==> src/rtl/exe_hazard_controller_if.sv <==
// Decode-to-execute hazard interface: decode/redirect inputs in, forwarding
// selects plus stall/flush/bubble controls out, and FSM debug visibility.
interface exe_hazard_controller_if #(
  parameter int REG_ADDR_W = 5
) ();
  logic                  i_DecValid;
  logic [REG_ADDR_W-1:0] i_DecRs1;
  logic [REG_ADDR_W-1:0] i_DecRs2;
  logic                  i_DecUsesRs1;
  logic                  i_DecUsesRs2;
  logic [REG_ADDR_W-1:0] i_DecRd;
  logic                  i_DecRegWrite;
  logic [1:0]            i_DecWbSrc;
  logic                  i_BranchTaken;
  logic [1:0]            o_ForwardOp1;
  logic [1:0]            o_ForwardOp2;
  logic                  o_StallFetch;
  logic                  o_StallDecode;
  logic                  o_FlushDecode;
  logic                  o_ExeBubble;
  logic                  o_Busy;
  // Debug view of the stall FSM: 1 while in STALL, plus the bubble counter.
  logic                  dbg_state;
  logic [1:0]            dbg_cnt;

  // Handshake: there is no valid/ready pair here. i_DecValid qualifies the
  // decode fields every cycle; the instruction is taken exactly in the cycles
  // where i_DecValid=1, o_StallDecode=0 and i_BranchTaken=0.
  modport master (
    output i_DecValid, i_DecRs1, i_DecRs2, i_DecUsesRs1, i_DecUsesRs2,
           i_DecRd, i_DecRegWrite, i_DecWbSrc, i_BranchTaken,
    input  o_ForwardOp1, o_ForwardOp2, o_StallFetch, o_StallDecode,
           o_FlushDecode, o_ExeBubble, o_Busy, dbg_state, dbg_cnt
  );

  modport slave (
    input  i_DecValid, i_DecRs1, i_DecRs2, i_DecUsesRs1, i_DecUsesRs2,
           i_DecRd, i_DecRegWrite, i_DecWbSrc, i_BranchTaken,
    output o_ForwardOp1, o_ForwardOp2, o_StallFetch, o_StallDecode,
           o_FlushDecode, o_ExeBubble, o_Busy, dbg_state, dbg_cnt
  );
endinterface

==> src/rtl/exe_hazard_controller.sv <==
// Execute-stage sequencer: tracks EXE/MEM writers, registers forwarding
// selects, runs the load-use stall FSM and squashes on EXE redirects.
module exe_hazard_controller #(
  parameter int REG_ADDR_W  = 5,
  parameter int LOAD_STALLS = 1
) (
  input logic                     i_Clk,
  input logic                     i_Rst,
  exe_hazard_controller_if.slave  hz
);

  typedef enum logic {RUN = 1'b0, STALL = 1'b1} state_t;

  localparam logic [1:0] WB_LOAD     = 2'b01;
  localparam logic [1:0] WB_LDI      = 2'b10;
  localparam logic [1:0] FWD_RF      = 2'b00;
  localparam logic [1:0] FWD_MEM_ALU = 2'b01;
  localparam logic [1:0] FWD_WB      = 2'b10;
  localparam logic [1:0] FWD_MEM_LDI = 2'b11;
  localparam logic [1:0] STALL_INIT  = 2'(LOAD_STALLS - 1);

  state_t                state, state_next;
  logic [1:0]            cnt, cnt_next;
  logic                  exe_valid;
  logic [REG_ADDR_W-1:0] exe_rd;
  logic [1:0]            exe_wbsrc;
  logic                  mem_valid;
  logic [REG_ADDR_W-1:0] mem_rd;
  logic [1:0]            fwd1, fwd2;
  logic                  exe_bubble;

  logic rs1_exe, rs2_exe, rs1_mem, rs2_mem;
  logic load_use, stall, advance;
  logic [1:0] fwd1_next, fwd2_next;

  // EXE producer wins; its value comes from MEM next cycle (ALU result or
  // LDI immediate). Reserved wbsrc behaves as ALU.
  function automatic logic [1:0] fwd_sel(input logic hit_exe, input logic hit_mem,
                                         input logic [1:0] wbsrc);
    if (hit_exe)      fwd_sel = (wbsrc == WB_LDI) ? FWD_MEM_LDI : FWD_MEM_ALU;
    else if (hit_mem) fwd_sel = FWD_WB;
    else              fwd_sel = FWD_RF;
  endfunction

  always_comb begin
    rs1_exe   = hz.i_DecUsesRs1 & exe_valid & (exe_rd == hz.i_DecRs1);
    rs2_exe   = hz.i_DecUsesRs2 & exe_valid & (exe_rd == hz.i_DecRs2);
    rs1_mem   = hz.i_DecUsesRs1 & mem_valid & (mem_rd == hz.i_DecRs1);
    rs2_mem   = hz.i_DecUsesRs2 & mem_valid & (mem_rd == hz.i_DecRs2);
    load_use  = hz.i_DecValid & (rs1_exe | rs2_exe) & (exe_wbsrc == WB_LOAD);
    fwd1_next = fwd_sel(rs1_exe, rs1_mem, exe_wbsrc);
    fwd2_next = fwd_sel(rs2_exe, rs2_mem, exe_wbsrc);
  end

  // Redirect overrides everything, including an in-progress stall.
  always_comb begin
    state_next = state;
    cnt_next   = cnt;
    stall      = 1'b0;
    if (hz.i_BranchTaken) begin
      state_next = RUN;
      cnt_next   = 2'd0;
    end else begin
      case (state)
        RUN: begin
          if (load_use) begin
            stall = 1'b1;
            if (LOAD_STALLS > 1) begin
              state_next = STALL;
              cnt_next   = STALL_INIT;
            end
          end
        end
        STALL: begin
          stall = 1'b1;
          if (cnt <= 2'd1) begin
            state_next = RUN;
            cnt_next   = 2'd0;
          end else begin
            cnt_next = cnt - 2'd1;
          end
        end
        default: begin
          state_next = RUN;
          cnt_next   = 2'd0;
        end
      endcase
    end
    advance = hz.i_DecValid & ~stall & ~hz.i_BranchTaken;
  end

  always_ff @(posedge i_Clk) begin
    if (i_Rst) begin
      state      <= RUN;
      cnt        <= 2'd0;
      exe_valid  <= 1'b0;
      exe_rd     <= '0;
      exe_wbsrc  <= 2'b00;
      mem_valid  <= 1'b0;
      mem_rd     <= '0;
      fwd1       <= FWD_RF;
      fwd2       <= FWD_RF;
      exe_bubble <= 1'b1;
    end else begin
      state      <= state_next;
      cnt        <= cnt_next;
      mem_valid  <= exe_valid;
      mem_rd     <= exe_rd;
      exe_valid  <= advance & hz.i_DecRegWrite;
      exe_rd     <= hz.i_DecRd;
      exe_wbsrc  <= hz.i_DecWbSrc;
      fwd1       <= advance ? fwd1_next : FWD_RF;
      fwd2       <= advance ? fwd2_next : FWD_RF;
      exe_bubble <= ~advance;
    end
  end

  assign hz.o_ForwardOp1  = fwd1;
  assign hz.o_ForwardOp2  = fwd2;
  assign hz.o_StallFetch  = stall;
  assign hz.o_StallDecode = stall;
  assign hz.o_FlushDecode = hz.i_BranchTaken;
  assign hz.o_ExeBubble   = exe_bubble;
  assign hz.o_Busy        = (state != RUN);
  assign hz.dbg_state     = (state == STALL);
  assign hz.dbg_cnt       = cnt;

endmodule
==> src/flat_wrapper.sv <==
// flat-port wrapper written by rule: the top's interface ports become plain ports
module exe_hazard_controller_flat 
#(
  parameter int REG_ADDR_W  = 5,
  parameter int LOAD_STALLS = 1
)
  (i_Clk, i_Rst, hz_i_DecValid, hz_i_DecRs1, hz_i_DecRs2, hz_i_DecUsesRs1, hz_i_DecUsesRs2, hz_i_DecRd, hz_i_DecRegWrite, hz_i_DecWbSrc, hz_i_BranchTaken, hz_o_ForwardOp1, hz_o_ForwardOp2, hz_o_StallFetch, hz_o_StallDecode, hz_o_FlushDecode, hz_o_ExeBubble, hz_o_Busy, hz_dbg_state, hz_dbg_cnt);
  exe_hazard_controller_if #(.REG_ADDR_W(REG_ADDR_W)) hz_i ();
  input logic i_Clk;
  input logic i_Rst;
  input wire logic [$bits(hz_i.i_DecValid)-1:0] hz_i_DecValid;
  input wire logic [$bits(hz_i.i_DecRs1)-1:0] hz_i_DecRs1;
  input wire logic [$bits(hz_i.i_DecRs2)-1:0] hz_i_DecRs2;
  input wire logic [$bits(hz_i.i_DecUsesRs1)-1:0] hz_i_DecUsesRs1;
  input wire logic [$bits(hz_i.i_DecUsesRs2)-1:0] hz_i_DecUsesRs2;
  input wire logic [$bits(hz_i.i_DecRd)-1:0] hz_i_DecRd;
  input wire logic [$bits(hz_i.i_DecRegWrite)-1:0] hz_i_DecRegWrite;
  input wire logic [$bits(hz_i.i_DecWbSrc)-1:0] hz_i_DecWbSrc;
  input wire logic [$bits(hz_i.i_BranchTaken)-1:0] hz_i_BranchTaken;
  output wire logic [$bits(hz_i.o_ForwardOp1)-1:0] hz_o_ForwardOp1;
  output wire logic [$bits(hz_i.o_ForwardOp2)-1:0] hz_o_ForwardOp2;
  output wire logic [$bits(hz_i.o_StallFetch)-1:0] hz_o_StallFetch;
  output wire logic [$bits(hz_i.o_StallDecode)-1:0] hz_o_StallDecode;
  output wire logic [$bits(hz_i.o_FlushDecode)-1:0] hz_o_FlushDecode;
  output wire logic [$bits(hz_i.o_ExeBubble)-1:0] hz_o_ExeBubble;
  output wire logic [$bits(hz_i.o_Busy)-1:0] hz_o_Busy;
  output wire logic [$bits(hz_i.dbg_state)-1:0] hz_dbg_state;
  output wire logic [$bits(hz_i.dbg_cnt)-1:0] hz_dbg_cnt;
  assign hz_i.i_DecValid = hz_i_DecValid;
  assign hz_i.i_DecRs1 = hz_i_DecRs1;
  assign hz_i.i_DecRs2 = hz_i_DecRs2;
  assign hz_i.i_DecUsesRs1 = hz_i_DecUsesRs1;
  assign hz_i.i_DecUsesRs2 = hz_i_DecUsesRs2;
  assign hz_i.i_DecRd = hz_i_DecRd;
  assign hz_i.i_DecRegWrite = hz_i_DecRegWrite;
  assign hz_i.i_DecWbSrc = hz_i_DecWbSrc;
  assign hz_i.i_BranchTaken = hz_i_BranchTaken;
  assign hz_o_ForwardOp1 = hz_i.o_ForwardOp1;
  assign hz_o_ForwardOp2 = hz_i.o_ForwardOp2;
  assign hz_o_StallFetch = hz_i.o_StallFetch;
  assign hz_o_StallDecode = hz_i.o_StallDecode;
  assign hz_o_FlushDecode = hz_i.o_FlushDecode;
  assign hz_o_ExeBubble = hz_i.o_ExeBubble;
  assign hz_o_Busy = hz_i.o_Busy;
  assign hz_dbg_state = hz_i.dbg_state;
  assign hz_dbg_cnt = hz_i.dbg_cnt;
  exe_hazard_controller #(.REG_ADDR_W(REG_ADDR_W), .LOAD_STALLS(LOAD_STALLS)) u_core (.i_Clk(i_Clk), .i_Rst(i_Rst), .hz(hz_i));
endmodule
==> config.mk <==
export PLATFORM = sky130hd
export DESIGN_NAME = exe_hazard_controller_flat
export DESIGN_NICKNAME = d
export VERILOG_FILES = /design/src/rtl/exe_hazard_controller_if.sv /design/src/rtl/exe_hazard_controller.sv /design/src/flat_wrapper.sv
export SDC_FILE = /design/constraint.sdc
export NUM_CORES = 1
export LEC_CHECK = 0
export ABC_AREA = 0
export BUFFER_PORTS_ARGS = -buffer_cell sky130_fd_sc_hd__buf_2
export CORE_ASPECT_RATIO = 1.1
export CORE_MARGIN = 3
export CORE_UTILIZATION = 47
export DETAILED_ROUTE_END_ITERATION = 8
export HOLD_SLACK_MARGIN = 0.1
export PLACE_DENSITY = 0.77
export SLEW_MARGIN = 5
export SYNTH_ARGS = -nofsm -noshare
export SYNTH_HDL_FRONTEND = slang
export SYNTH_SLANG_ARGS = --single-unit
==> constraint.sdc <==
create_clock -name i_Clk -period 2.4 [get_ports i_Clk]
set_input_delay 0.36 -clock i_Clk [delete_from_list [all_inputs] [get_ports i_Clk]]
set_output_delay 0.36 -clock i_Clk [all_outputs]
set_load 0.02 [all_outputs]
==> impl_metrics.ini, run 1 <==
[outcome]
status = finished, final reports clean

[clock_network]
cts_tree = built
postCtsHoldBufs = 0
cts_made_buffers = 3
cts.sinks = 22
cts_buffer_depth = 2
clock-root-buffer = clkbuf_4
clk_latency_ns = 0.29
clk_transition_reported_paths_ns = 0.11
cts-htree-levels = 1

[placement]
dpl.hpwl_mm = 1.46
gp_congestion = 0.814
placed_area_mm2 = 0.00115
dp.cells = 154
io_buffers = 35

[worst_setup_path]
critPathKind = flip-flop to primary output
startpoint_type = flip-flop
r2r_start = u_core.exe_rd[4]
endpoint_kind = primary output
r2r_cells = 6
cp.arrival_ns = 1.93
cp.required_ns = 2.04
reg2reg_slack_ns = 0.85
r2r-end = u_core.hz.o_ForwardOp2[1]
critical_path.max_fanout = 3

[worst_hold_path]
hp-start = hz_i_DecRegWrite
hold_depth = 3
hp-class = input pin to flip-flop
min_to = u_core.exe_valid

[synth]
yosys-top-cells-area = dfxtp_1 (46%), xor2_1 (15%), nor2b_1 (7.8%)
synth.top_cell.area_share_pct = 45.9
synth_edf_count = 0
async_flop_share_pct = 0
netlist_area_um2 = 960
synth.distinct_cells = 23
avgSynthCellArea_um2 = 10.1
synth-seq-area-share_pct = 45.9
synth_seq_cells = 22
syn-num-nets = 119
synth_top_cells_by_count = dfxtp_1 (22), xor2_1 (16), nor2b_1 (12)
yosysMostFrequentCell = dfxtp_1
synth_cells = 95
synth_top_area_cell = dfxtp_1
yosys_most_used_dff = dfxtp_1
yosysWarnings = 0

[grt]
grt_pass1_vias = 729
grt_pass1_wl_mm = 2.88
grt_usage_pct = 14.5
gr-total-overflow = 0
grt_max_degree = 17
antenna_found_initial = 0

[die]
die_h_um = 53.4
die-area_mm2 = 0.00262
core_mm2 = 0.00186
initial_core_util_pct = 51.5
rows = 16
die_w_um = 49.1
io_pins = 36

[routing]
routed-via-count = 747
drc_errors = 0
routed_via_density = 4.73
antenna_left = 0
drtPass1Iterations = 4
drt_iter0_markers = 11
drt-total-wl_mm = 1.80
wl_per_cell_um = 11.4

[power_and_ir_drop]
p_leak_nw = 0.579
seqPwrFrac_pct = 63.1
ir_drop_mv = 0.307
clkPwrFrac_pct = 25.0
p_sw_mw = 0.142
p_total_mw = 0.614
power_density_mw_per_mm2 = 515
p_int_mw = 0.473
combPwrFrac_pct = 11.9
switching_share_pct = 23.1

[timing]
worst_hold_slack_ns = 0.268
fin_crit_ns = 2.29
rsz0062_at_grt = true
fin_crit_sh_pct = 95.5
fin_worst_skew_ns = 0.0131
relSlewSlack_pct = 79.1
clock.fmax_mhz = 436
worstMarginPinSlew_ns = 0.311
setup_violations = 0
slew_violations = 0
hold_violations = 0

[layout]
fillers = 175
regArea_um2 = 443
syn_to_final_growth_pct = 24.4
stdcell_count = 158
utilization_pct = 64.1
drive_above_1_share_pct = 35.9
antennaDiodeCount = 0
multi_input_area_um2 = 492
layout.nets = 157
final_area_mm2 = 0.00119

[flow_run]
cap_viol_max_count = 0
area by class of cell:
type / instances / area share, %
clock buffer: 3 / 1.89
multi-input combinational: 67 / 41.2
timing repair buffer: 37 / 16.4
sequential: 22 / 37.1
inverter: 2 / 0.629
tap: 27 / 2.83
layer usage:
metal	part of all wire [%]	GRT usage, %	vias to the layer above
li1	-	-	395
met4	1.5	9.00	0
met1	46	17.1	324
met5	0	0	-
met3	6.5	4.23	4
met2	46	23.2	24
worst max-delay path: stages, from the launching register on:
cell and delay, ns:
dfxtp_2 0.35, xor2_1 0.17, nor4_2 0.36, nand4_2 0.16
a211o_1 0.29, a21oi_2 0.16, buf_4 0.16
through the flow:
step | TNS [ns] | setup slack [ns]
6_report | 0 | 0.108
5_1_grt | -0.00704 | -0.00448
4_1_cts | 0 | 0.0417
3_5_place_dp | 0 | 0.189
3_3_place_gp | 0 | 0.214
2_1_floorplan | 0 | 0.251
sequential cells by signal, indices dropped and copies added (netlist names):
register                flops
u_core.exe_rd               5
u_core.exe_wbsrc            2
u_core.hz.dbg_state         1
u_core.hz.o_ExeBubble       1
u_core.mem_valid            1
u_core.hz.dbg_cnt           2
u_core.exe_valid            1
u_core.hz.o_ForwardOp1      2
u_core.mem_rd               5
u_core.hz.o_ForwardOp2      2
kinds of logic after synthesis:
family	synth area share (%)
compound gates	7.04
xor+xnor	18.3
buf+inv	3.52
flops	45.9
mux	2.09
simple gates	23.2
power by group through the flow:
stage | Sequential (mW) | Combinational [mW] | Clock [mW]
3_3_place_gp | 0.395 | 0.0696 | 0
4_1_cts | 0.387 | 0.0723 | 0.161
2_1_floorplan | 0.393 | 0.0406 | 0
6_report | 0.387 | 0.0733 | 0.154
5_1_grt | 0.389 | 0.0814 | 0.175
3_5_place_dp | 0.395 | 0.0717 | 0
timing repair:
action                     CTS  global route
setup endpoints to repair    2             2
cloned                       0             0
gates resized for setup      0             5
pin swaps                    2             5
setup buffers                1             0
cell usage in the layout (no fill, tap or decap):
cell type,netlist,final
a211o_1,1,1
xor2_1,16,16
nand4_2,1,1
nor2_1,5,5
buf_2,0,33
dfxtp_1,22,20
and3_1,1,1
nor4_2,1,2
and4_1,2,2
clkbuf_4,0,3
buf_4,3,4
nand2b_1,2,2
nand4_1,3,3
nor2b_1,12,12
dfxtp_2,0,2
nor2b_2,1,1
nor3_1,2,2
inv_1,2,2
xnor2_1,4,4
a21oi_2,1,1
mux2i_1,2,2
nor4_1,3,2
nand2_1,3,3
o211a_1,3,3
a21oi_1,4,4
how the worst max path moves through the flow:
stage / start / depth (start not counted) / to
final: u_core.exe_rd[4] / 6 / hz_o_StallDecode
after global routing: u_core.exe_rd[0] / 6 / hz_o_StallFetch
after CTS: u_core.exe_rd[1] / 6 / hz_o_StallDecode
after detailed placement: hz_i_DecRs2[4] / 7 / hz_o_StallDecode
after global placement: hz_i_DecRs2[4] / 7 / hz_o_StallDecode
after floorplan: hz_i_DecRs1[4] / 6 / hz_o_StallFetch
No activity file was read; power rests on OpenSTA's default activity.
==> run 2, diff against run 1 <==
--- a/config.mk
+++ b/config.mk
@@ -13,6 +13,7 @@
 export DETAILED_ROUTE_END_ITERATION = 8
 export HOLD_SLACK_MARGIN = 0.1
 export PLACE_DENSITY = 0.77
+export SETUP_SLACK_MARGIN = 0.15
 export SLEW_MARGIN = 5
 export SYNTH_ARGS = -nofsm -noshare
 export SYNTH_HDL_FRONTEND = slang
==> constraint.sdc (replaced) <==
create_clock -name i_Clk -period 2.6 [get_ports i_Clk]
set_input_delay 0.39 -clock i_Clk [delete_from_list [all_inputs] [get_ports i_Clk]]
set_output_delay 0.39 -clock i_Clk [all_outputs]
set_load 0.02 [all_outputs]
==> impl_metrics.ini, run 2 (same netlist as run 1, synthesis figures left out) <==
[die]
initial_core_util_pct = 51.5
core_mm2 = 0.00186
die_w_um = 49.1
die-area_mm2 = 0.00262
die_h_um = 53.4
io_pins = 36
rows = 16

[routing]
drt-total-wl_mm = 1.79
drt_iter0_markers = 12
routed-via-count = 763
routed_via_density = 4.86
drc_errors = 0
drtPass1Iterations = 4
antenna_left = 0
wl_per_cell_um = 11.4

[timing]
worst_hold_slack_ns = 0.302
fin_crit_ns = 2.44
slew_violations = 0
finalWorstSetupSlack_ns = 0.161
setup_tns_ns = 0
hold_violations = 0
clock.fmax_mhz = 410
fin_worst_skew_ns = 0.00535
rsz0062_at_grt = true
setup_violations = 0
worstMarginPinSlew_ns = 0.279
relSlewSlack_pct = 81.2
fin_crit_sh_pct = 93.8

[grt]
grt_pass1_vias = 737
gr-total-overflow = 0
antenna_found_initial = 0
grt_usage_pct = 15.1
grt_pass1_wl_mm = 3.02
grt_max_degree = 17

[layout]
layout.nets = 156
stdcell_count = 157
syn_to_final_growth_pct = 26.3
largest_registers = u_core.exe_rd: 5 flops, u_core.mem_rd: 5 flops
antennaDiodeCount = 0
final_common_cell = buf_2
drive_above_1_share_pct = 36.2
final_area_mm2 = 0.00121
fillers = 151
final_cell_mix = buf_2 (33), dfxtp_1 (20), xor2_1 (15)
utilization_pct = 65.1

[clock_network]
cts.sinks = 22
clk_latency_ns = 0.29
clock-root-buffer = clkbuf_4
postCtsHoldBufs = 0
cts_made_buffers = 3
cts_tree = built
clk_transition_reported_paths_ns = 0.10
cts-htree-levels = 1
cts_buffer_depth = 2

[power_and_ir_drop]
p_int_mw = 0.437
p_sw_mw = 0.133
p_total_mw = 0.570
switching_share_pct = 23.3
p_leak_nw = 0.579
combPwrFrac_pct = 12.7
seqPwrFrac_pct = 62.7
clkPwrFrac_pct = 24.7
ir_drop_mv = 0.309
power_density_mw_per_mm2 = 470

[worst_setup_path]
cp.required_ns = 2.21
cp.arrival_ns = 2.05
startpoint_type = flip-flop
endpoint_kind = primary output
critPathKind = flip-flop to primary output
critical_path.max_fanout = 4

[outcome]
status = finished, final reports clean

[placement]
post-place-ws_ns = 0.236
dpl.hpwl_mm = 1.41
dp.cells = 153
gp_congestion = 0.804
placed_area_mm2 = 0.00114
io_buffers = 35

[worst_hold_path]
hp-class = input pin to flip-flop

[flow_run]
cap_viol_max_count = 0
==> run 2: per-layer routing <==
| layer | vias to the layer above | share of wire [%] | GRT usage (%) |
|---|---|---|---|
| met5 | - | 0 | 0 |
| met1 | 344 | 47 | 18.3 |
| met3 | 2 | 5.6 | 4.23 |
| li1 | 395 | - | - |
| met4 | 0 | 0.67 | 5.69 |
| met2 | 22 | 47 | 25.2 |
==> run 2: worst max-delay path: stages (launching register included) <==
cell and delay, ns:
dfxtp_4 0.37, xor2_2 0.16, nor4_4 0.30, nand4_1 0.23, a211o_1 0.36, a21oi_2 0.20, buf_6 0.15
==> run 2: timing repair <==
action,4_1_cts,5_1_grt
pin swaps,0,5
setup buffers,0,1
setup endpoints to repair,2,2
endpoints found under the hold margin,0,0
resized for setup,1,9
==> run 2: area by class of cell <==
| class | instances | area (µm²) | area share [%] |
|---|---|---|---|
| clock buffers | 3 | 22.5 | 1.86 |
| inverters | 2 | 7.51 | 0.619 |
| multi-input cells | 67 | 508 | 41.9 |
| flip-flops and latches | 22 | 445 | 36.7 |
| well taps | 27 | 33.8 | 2.79 |
| repair buffers | 36 | 195 | 16.1 |
==> run 2: final timing paths <==
check	startpoint	endpoint	slack (ns)	depth (start not counted)
max reg2reg	u_core.exe_rd[0]	u_core.hz.o_ExeBubble	1.05	6
max	u_core.exe_rd[0]	hz_o_StallDecode	0.16	6
min reg2reg	u_core.hz.dbg_cnt[1]	u_core.hz.dbg_cnt[1]	0.49	1
min	hz_i_DecRd[0]	u_core.exe_rd[0]	0.30	2
==> run 2: power by group through the flow <==
stage	clock [mW]	sequential (mW)	combinational, mW
6_report	0.140	0.357	0.0721
5_1_grt	0.160	0.359	0.0802
4_1_cts	0.146	0.357	0.0687
3_5_place_dp	0	0.365	0.0670
3_3_place_gp	0	0.364	0.0643
2_1_floorplan	0	0.363	0.0375
